## config.mk

```make
export PLATFORM = sky130hd
export DESIGN_NAME = window_sequencer_flat
export DESIGN_NICKNAME = d
export VERILOG_FILES = /design/src/rtl/window_sequencer_if.sv /design/src/rtl/window_sequencer.sv /design/src/flat_wrapper.sv
export SDC_FILE = /design/constraint.sdc
export NUM_CORES = 1
export LEC_CHECK = 0
export ABC_AREA = 1
export BUFFER_PORTS_ARGS = -buffer_cell sky130_fd_sc_hd__buf_2
export CAP_MARGIN = 20
export CORE_MARGIN = 2
export CORE_UTILIZATION = 51
export DETAILED_ROUTE_END_ITERATION = 16
export MAX_ROUTING_LAYER = met4
export PLACE_DENSITY_LB_ADDON = 0.2
export RECOVER_POWER = 100
export SKIP_LAST_GASP = 1
export SYNTH_ARGS = -nofsm -noshare
export SYNTH_HDL_FRONTEND = slang
export SYNTH_SLANG_ARGS = --single-unit
```

## constraint.sdc

```tcl
create_clock -name clk -period 2.92 [get_ports clk]
set_input_delay 0.292 -clock clk [delete_from_list [all_inputs] [get_ports clk]]
set_output_delay 0.292 -clock clk [all_outputs]
set_load 0.02 [all_outputs]
```

## src/rtl/window_sequencer_if.sv

```systemverilog
// Handshake and bus bundle between the 7x7 window sequencer, its pixel
// source, the sliding-window buffer and the downstream filter kernel.
interface window_sequencer_if #(
    parameter int DATA_W = 10,
    parameter int XW     = 10,
    parameter int YW     = 9
);
    // Upstream pixel stream
    logic              in_valid;
    logic              in_sof;
    logic [DATA_W-1:0] in_data;
    logic              in_ready;

    // Window buffer control
    logic              buf_shift_en;
    logic [DATA_W-1:0] buf_data;

    // Window strobe towards the filter kernel
    logic              win_valid;
    logic              win_ready;
    logic [XW-1:0]     win_x;
    logic [YW-1:0]     win_y;
    logic              win_border;
    logic              frame_done;

    // Sequencer side
    modport master (
        input  in_valid, in_sof, in_data, win_ready,
        output in_ready, buf_shift_en, buf_data,
        output win_valid, win_x, win_y, win_border, frame_done
    );

    // Environment side: pixel source, buffer and kernel
    modport slave (
        output in_valid, in_sof, in_data, win_ready,
        input  in_ready, buf_shift_en, buf_data,
        input  win_valid, win_x, win_y, win_border, frame_done
    );
endinterface

```

## src/rtl/window_sequencer.sv

```systemverilog
// Window sequencer for a WIN x WIN sliding-window pixel buffer.
// Accepts one raster frame, shifts it into the buffer, primes and flushes
// the line delays, and reports one handshaked window per frame pixel with
// its centre coordinates and a border flag.
// Optional feature: define WINSEQ_RESYNC_EN to let an in_sof transfer in
// mid-frame abort the current frame, restart on that pixel and pulse sync_err.
module window_sequencer #(
    parameter int DATA_W     = 10,
    parameter int IMG_WIDTH  = 640,
    parameter int IMG_HEIGHT = 480,
    parameter int WIN        = 7,
    parameter int XW         = $clog2(IMG_WIDTH),
    parameter int YW         = $clog2(IMG_HEIGHT)
) (
    input  logic                clk,
    input  logic                reset,
    window_sequencer_if.master  bus
`ifdef WINSEQ_RESYNC_EN
    ,
    output logic                sync_err
`endif
);

    localparam logic [1:0] IDLE   = 2'd0;
    localparam logic [1:0] STREAM = 2'd1;
    localparam logic [1:0] FLUSH  = 2'd2;
    localparam logic [1:0] DRAIN  = 2'd3;

    // R: window radius; D: pushes needed before the first centre reaches
    // the middle of the buffer; N: pixels per frame.
    localparam int R  = (WIN - 1) / 2;
    localparam int D  = R * IMG_WIDTH + R;
    localparam int N  = IMG_WIDTH * IMG_HEIGHT;
    localparam int KW = $clog2(N + D + 1);

    localparam logic [KW-1:0] K_ONE       = KW'(1);
    localparam logic [KW-1:0] K_FIRST_WIN = KW'(D + 1);
    localparam logic [KW-1:0] K_LAST_PIX  = KW'(N);
    localparam logic [KW-1:0] K_LAST      = KW'(N + D);

    localparam logic [XW-1:0] X_ONE  = XW'(1);
    localparam logic [XW-1:0] X_LO   = XW'(R);
    localparam logic [XW-1:0] X_HI   = XW'(IMG_WIDTH - 1 - R);
    localparam logic [XW-1:0] X_LAST = XW'(IMG_WIDTH - 1);
    localparam logic [YW-1:0] Y_ONE  = YW'(1);
    localparam logic [YW-1:0] Y_LO   = YW'(R);
    localparam logic [YW-1:0] Y_HI   = YW'(IMG_HEIGHT - 1 - R);
    localparam logic [YW-1:0] Y_LAST = YW'(IMG_HEIGHT - 1);

    logic [1:0]        state_q, state_d;
    logic [KW-1:0]     k_q, k_d;
    logic [XW-1:0]     cx_q, cx_d;
    logic [YW-1:0]     cy_q, cy_d;
    logic              win_valid_q, win_valid_d;
    logic [XW-1:0]     win_x_q, win_x_d;
    logic [YW-1:0]     win_y_q, win_y_d;
    logic              win_border_q, win_border_d;
    logic              frame_done_q, frame_done_d;
`ifdef WINSEQ_RESYNC_EN
    logic              sync_err_q, sync_err_d;
`endif

    logic              slot_free;
    logic              push;
    logic              restart;
    logic              in_ready_c;
    logic [DATA_W-1:0] buf_data_c;
    logic [KW-1:0]     k_inc;
    logic              centre_on_border;

    // The output slot can take a new window when empty or being consumed now.
    assign slot_free = !win_valid_q || bus.win_ready;
    assign k_inc     = k_q + K_ONE;

    // The next centre is on the border when any window tap falls outside the frame.
    assign centre_on_border = (cx_q < X_LO) || (cx_q > X_HI) ||
                              (cy_q < Y_LO) || (cy_q > Y_HI);

    // Upstream handshake and buffer drive, combinational from state and slot.
    always_comb begin
        // NOTE: every signal gets a default before the case so no path leaves it unassigned and no latch is inferred.
        in_ready_c = 1'b0;
        push       = 1'b0;
        restart    = 1'b0;
        buf_data_c = '0;
        if (!reset) begin
            case (state_q)
                IDLE: begin
                    in_ready_c = 1'b1;
                    buf_data_c = bus.in_data;
                    push       = bus.in_valid && bus.in_sof;
                    restart    = push;
                end
                STREAM: begin
                    in_ready_c = slot_free;
                    buf_data_c = bus.in_data;
                    push       = bus.in_valid && slot_free;
`ifdef WINSEQ_RESYNC_EN
                    restart    = push && bus.in_sof;
`endif
                end
                FLUSH: begin
                    push = slot_free;
                end
                default: begin
                end
            endcase
        end
    end

    // Next-state: frame FSM, push counter, centre counters and window register.
    always_comb begin
        state_d      = state_q;
        k_d          = k_q;
        cx_d         = cx_q;
        cy_d         = cy_q;
        win_valid_d  = win_valid_q;
        win_x_d      = win_x_q;
        win_y_d      = win_y_q;
        win_border_d = win_border_q;
        frame_done_d = 1'b0;
`ifdef WINSEQ_RESYNC_EN
        sync_err_d   = 1'b0;
`endif

        // A consumed window drops unless a push below replaces it.
        if (win_valid_q && bus.win_ready) begin
            win_valid_d = 1'b0;
        end

        if (restart) begin
            // This pixel becomes pixel 0 of a fresh frame.
            k_d         = K_ONE;
            cx_d        = '0;
            cy_d        = '0;
            win_valid_d = 1'b0;
            state_d     = STREAM;
`ifdef WINSEQ_RESYNC_EN
            sync_err_d  = (state_q == STREAM);
`endif
        end else if (push) begin
            k_d = k_inc;
            // Once the buffer is primed, every push completes the window of the next centre.
            if (k_inc >= K_FIRST_WIN) begin
                win_valid_d  = 1'b1;
                win_x_d      = cx_q;
                win_y_d      = cy_q;
                win_border_d = centre_on_border;
                if (cx_q == X_LAST) begin
                    cx_d = '0;
                    cy_d = (cy_q == Y_LAST) ? '0 : cy_q + Y_ONE;
                end else begin
                    cx_d = cx_q + X_ONE;
                end
            end
            if (state_q == STREAM && k_inc == K_LAST_PIX) begin
                state_d = FLUSH;
            end
            if (state_q == FLUSH && k_inc == K_LAST) begin
                state_d = DRAIN;
            end
        end

        // The frame ends once the last window has left the output slot.
        if (state_q == DRAIN && slot_free) begin
            state_d      = IDLE;
            frame_done_d = 1'b1;
        end
    end

    // State registers with synchronous active-high reset.
    always_ff @(posedge clk) begin
        // NOTE: state is updated with non-blocking assignments so every flop samples pre-edge values.
        if (reset) begin
            state_q      <= IDLE;
            k_q          <= '0;
            cx_q         <= '0;
            cy_q         <= '0;
            win_valid_q  <= 1'b0;
            win_x_q      <= '0;
            win_y_q      <= '0;
            win_border_q <= 1'b0;
            frame_done_q <= 1'b0;
        end else begin
            state_q      <= state_d;
            k_q          <= k_d;
            cx_q         <= cx_d;
            cy_q         <= cy_d;
            win_valid_q  <= win_valid_d;
            win_x_q      <= win_x_d;
            win_y_q      <= win_y_d;
            win_border_q <= win_border_d;
            frame_done_q <= frame_done_d;
        end
    end

`ifdef WINSEQ_RESYNC_EN
    // Resynchronisation error pulse register.
    always_ff @(posedge clk) begin
        if (reset) begin
            sync_err_q <= 1'b0;
        end else begin
            sync_err_q <= sync_err_d;
        end
    end

    assign sync_err = sync_err_q;
`endif

    assign bus.in_ready     = in_ready_c;
    assign bus.buf_shift_en = push;
    assign bus.buf_data     = buf_data_c;
    assign bus.win_valid    = win_valid_q;
    assign bus.win_x        = win_x_q;
    assign bus.win_y        = win_y_q;
    assign bus.win_border   = win_border_q;
    assign bus.frame_done   = frame_done_q;

endmodule
```

## src/flat_wrapper.sv

```systemverilog
// flat-port wrapper written by rule: the top's interface ports become plain ports
module window_sequencer_flat 
#(
    parameter int DATA_W     = 10,
    parameter int IMG_WIDTH  = 640,
    parameter int IMG_HEIGHT = 480,
    parameter int WIN        = 7,
    parameter int XW         = $clog2(IMG_WIDTH),
    parameter int YW         = $clog2(IMG_HEIGHT)
)
  (clk, reset, bus_in_valid, bus_in_sof, bus_in_data, bus_win_ready, bus_in_ready, bus_buf_shift_en, bus_buf_data, bus_win_valid, bus_win_x, bus_win_y, bus_win_border, bus_frame_done);
  window_sequencer_if #(.DATA_W(DATA_W), .XW(XW), .YW(YW)) bus_i ();
  input  logic clk;
  input  logic reset;
  input wire logic [$bits(bus_i.in_valid)-1:0] bus_in_valid;
  input wire logic [$bits(bus_i.in_sof)-1:0] bus_in_sof;
  input wire logic [$bits(bus_i.in_data)-1:0] bus_in_data;
  input wire logic [$bits(bus_i.win_ready)-1:0] bus_win_ready;
  output wire logic [$bits(bus_i.in_ready)-1:0] bus_in_ready;
  output wire logic [$bits(bus_i.buf_shift_en)-1:0] bus_buf_shift_en;
  output wire logic [$bits(bus_i.buf_data)-1:0] bus_buf_data;
  output wire logic [$bits(bus_i.win_valid)-1:0] bus_win_valid;
  output wire logic [$bits(bus_i.win_x)-1:0] bus_win_x;
  output wire logic [$bits(bus_i.win_y)-1:0] bus_win_y;
  output wire logic [$bits(bus_i.win_border)-1:0] bus_win_border;
  output wire logic [$bits(bus_i.frame_done)-1:0] bus_frame_done;
  assign bus_i.in_valid = bus_in_valid;
  assign bus_i.in_sof = bus_in_sof;
  assign bus_i.in_data = bus_in_data;
  assign bus_i.win_ready = bus_win_ready;
  assign bus_in_ready = bus_i.in_ready;
  assign bus_buf_shift_en = bus_i.buf_shift_en;
  assign bus_buf_data = bus_i.buf_data;
  assign bus_win_valid = bus_i.win_valid;
  assign bus_win_x = bus_i.win_x;
  assign bus_win_y = bus_i.win_y;
  assign bus_win_border = bus_i.win_border;
  assign bus_frame_done = bus_i.frame_done;
  window_sequencer #(.DATA_W(DATA_W), .IMG_WIDTH(IMG_WIDTH), .IMG_HEIGHT(IMG_HEIGHT), .WIN(WIN), .XW(XW), .YW(YW)) u_core (.clk(clk), .reset(reset), .bus(bus_i));
endmodule
```

==> flow_summary_export.csv <==
group,metric,value,unit
clocking,post-cts-setup-buffers,0,
worst_setup_path,critPathMaxStageDelay,500,ps
global_route,grt_overflow,0,
clocking,clk_path_buf_depth,2,
yosys,synth_compound_area_frac,0.0876,
layout,nFillCells,783,
yosys,synth_top_family_by_area,"simple AND/OR/NAND/NOR gates",
worst_setup_path,critical_path.top_delay_family,"buffers and inverters",
yosys,syn_nets,654,
power_and_ir_drop,p_leak,0.00181,uW
power_and_ir_drop,switchingPower,603,uW
power_and_ir_drop,clockPowerShare,0.358,
sta,setup-violations-final,0,
worst_setup_path,r2r_end,"u_core.cx_q[0]$_SDFFE_PP0P_",
global_route,grt_max_degree,29,
route,dr.pass1.iters,5,
clocking,clk_latency,340,ps
global_route,grt_pass1_vias,3728,
clocking,cts.clk_slew.worst_paths,70,ps
route,post_drt_wl_per_cell,12.5,um
clocking,cts_repair_resize_count,0,
global_route,antenna_found_initial,0,
worst_setup_path,crit_cells,6,
sta,slew_violations,0,
yosys,ys_seq_elements,62,
sta,hold_violations,0,
status,outcome,"completed",
route,drt_wl_total,9.74,mm
floorplan,num_rows,31,
route,first_iter_violations,279,
worst_setup_path,worst-r2r-cell-count,14,
power_and_ir_drop,irDropWorstVdd,0.233,mV
power_and_ir_drop,combPwrFrac,0.160,
floorplan,start_util,0.531,
route,vias_per_cell,5.22,
hold_path,hold_depth,2,
sta,worst_slew_pin_slew,839,ps
yosys,seq_area_frac_synth,0.321,
floorplan,die-area,0.00830,mm^2
route,drc,0,
clocking,tritoncts,"yes",
worst_setup_path,crit_slowest_cell,"inv_2",
layout,syn_to_final_growth,11.2,%
worst_setup_path,timing.rr.start,"u_core.k_q[1]$_SDFFE_PP0P_",
yosys,yosys_warnings,0,
power_and_ir_drop,internal-power,1270,uW
route,vias,4064,
worst_setup_path,crit_type,"register to output pin",
worst_setup_path,crit_path_end_kind,"output pin",
power_and_ir_drop,pwr_density_cell,437,mW/mm^2
sta,min_period,2620,ps
clocking,cts.sinks,62,
layout,seq_area,0.00124,mm^2
hold_path,hold_start,"reset",
worst_setup_path,path_cells,"inv_1 -> nand4_1 -> nand3_1 -> nand2_1 -> inv_2 -> clkbuf_1",
clocking,htreeDepth,3,
yosys,synth_xor_area_frac,0.0291,
clocking,cts-root-buf,"clkbuf_8",
yosys,synth_area_per_cell,6.12,um^2
layout,drive_gt1_frac,0.0810,
sta,finalCritPeriodShare,0.897,
sta,finClkSkew,9.66,ps
power_and_ir_drop,power_frac_seq,0.482,
layout,multi_input_area,0.00209,mm^2
worst_setup_path,r2r_setup_slack,320,ps
sta,max_freq,0.382,GHz
hold_path,min_to,"u_core.bus.frame_done$_SDFF_PP0_",
worst_setup_path,worstPathArrival,2330,ps
floorplan,ios,49,
yosys,synthAdderAreaFrac,0.0226,
worst_setup_path,crit_buf_inv,3,
yosys,synthesis.area,0.00387,mm^2
layout,nets,696,
hold_path,hp-class,"primary input to register",
yosys,ys_types,30,
floorplan,core,0.00729,mm^2
sta,grt_setup_unrepaired,"no",
placed_design,dpl.hpwl,7.06,mm
sta,tns,0,ps
yosys,synthSimpleGateAreaFrac,0.403,
route,ant_nets,0,
yosys,syn_inst,632,
placed_design,gp_congestion,0.924,
clocking,cts_hold_buffers,0,
global_route,grt_usage,0.252,
sta,max_slew_margin,0.440,
placed_design,pre_cts_slack,453,ps
sta,finalWorstSetupSlack,301,ps
global_route,grt_pass1_wl,17.0,mm
clocking,cts_made_buffers,9,
floorplan,dieHeight,91.1,um
yosys,synthMuxAreaShare,0,
placed_design,portBuffers,48,
power_and_ir_drop,p_sw_frac,0.321,
worst_setup_path,cp.required,2630,ps
worst_setup_path,start_kind,"register",
worst_setup_path,path_max_fanout,28,
floorplan,die_w,91.1,um
layout,antenna_cells,0,
job,drv_cap,0,
[cells in the mapped netlist]
master | instances | area (um^2)
nand2_1 | 159 | 597
inv_1 | 104 | 390
nor2_1 | 90 | 338
dfxtp_1 | 62 | 1240
nand4_1 | 40 | 250
nand3_1 | 35 | 175
a21oi_1 | 32 | 160
o21ai_0 | 25 | 125
clkbuf_1 | 14 | 52.6
nor3_1 | 10 | 50.1
xor2_1 | 10 | 87.6
ha_1 | 7 | 87.6
nand3b_1 | 6 | 45.0
nor2_2 | 5 | 31.3
buf_1 | 4 | 15.0
buf_2 | 4 | 20.0
buf_4 | 4 | 30.0
inv_2 | 3 | 11.3
nand2_2 | 3 | 18.8
o21bai_1 | 3 | 22.5
a211oi_1 | 2 | 15.0
nor4_1 | 2 | 12.5
a21oi_2 | 1 | 8.76
buf_6 | 1 | 11.3
nand3_2 | 1 | 10.0
nand3_4 | 1 | 17.5
nor4_2 | 1 | 12.5
o211ai_1 | 1 | 7.51
xnor2_1 | 1 | 8.76
xnor2_2 | 1 | 16.3
[logic make-up after synthesis]
| logic type | after synthesis |
|---|---|
| simple gates | 353 |
| buf+inv | 134 |
| compound gates | 64 |
| flops | 62 |
| xor+xnor | 12 |
| fa+ha+maj | 7 |
[layout by cell type, fill, tap and decap left out, types with 14 or more instances in the layout]
cell type  netlist  final
nand2_1        159    159
nand3_1         35     36
dfxtp_1         62     62
inv_1          104    104
nand4_1         40     40
o21ai_0         25     25
a21oi_1         32     32
clkbuf_1        14     34
buf_2            4     14
nor2_1          90     90
[stage by stage]
step | std cells | util | area [um^2] | total power [uW] | hold slack, ps
3_3_place_gp | 762 | 0.573 | 4180 | 1220 | 465
4_1_cts | 778 | 0.597 | 4350 | 1900 | 270
3_5_place_dp | 762 | 0.573 | 4180 | 1230 | 473
6_report | 778 | 0.590 | 4300 | 1880 | 279
2_1_floorplan | 632 | - | 3870 | 1150 | 361
5_1_grt | 778 | 0.590 | 4300 | 1970 | 315
[registers in the layout, indices dropped and copies added (netlist names)]
name	count
u_core.bus.frame_done	1
u_core.bus.win_x	10
u_core.bus.win_valid	1
u_core.bus.win_border	1
u_core.cx_q	10
u_core.k_q	19
u_core.bus.win_y	9
u_core.cy_q	9
u_core.state_q	2
[layer usage]
| layer | part of all wire | global-route usage | vias up |
|---|---|---|---|
| met5 | 0 | - | - |
| met4 | 0.0094 | 0.0720 | 0 |
| met3 | 0.050 | 0.0324 | 9 |
| met2 | 0.47 | 0.406 | 115 |
| met1 | 0.47 | 0.334 | 1857 |
| li1 | - | - | 2083 |
[power by group through the flow]
stage / clock, uW / sequential, uW / combinational [uW]
floorplan: 0 / 937 / 212
global placement: 0 / 922 / 300
detailed placement: 0 / 923 / 308
CTS: 685 / 904 / 310
global route: 724 / 910 / 340
finish: 672 / 905 / 301
[layout make-up]
type | count | share of cell area
inverters | 107 | 0.0933
flip-flops and latches | 62 | 0.288
repair buffers | 58 | 0.0628
clock inverters | 7 | 0.0116
multi-input cells | 436 | 0.486
well taps | 99 | 0.0288
clock buffers | 9 | 0.0288
[how the worst max path moves through the flow]
stage,start,end
5_1_grt,u_core.k_q[1]$_SDFFE_PP0P_,u_core.cy_q[0]$_SDFFE_PP0P_
2_1_floorplan,u_core.k_q[1]$_SDFFE_PP0P_,u_core.cy_q[0]$_SDFFE_PP0P_
6_report,u_core.state_q[1]$_SDFFE_PP0P_,bus_buf_shift_en
4_1_cts,u_core.state_q[1]$_SDFFE_PP0P_,bus_buf_shift_en
3_3_place_gp,u_core.k_q[1]$_SDFFE_PP0P_,u_core.cy_q[1]$_SDFFE_PP0P_
3_5_place_dp,u_core.k_q[1]$_SDFFE_PP0P_,u_core.cx_q[0]$_SDFFE_PP0P_
Note: power is estimated with default switching activity, not from simulation.
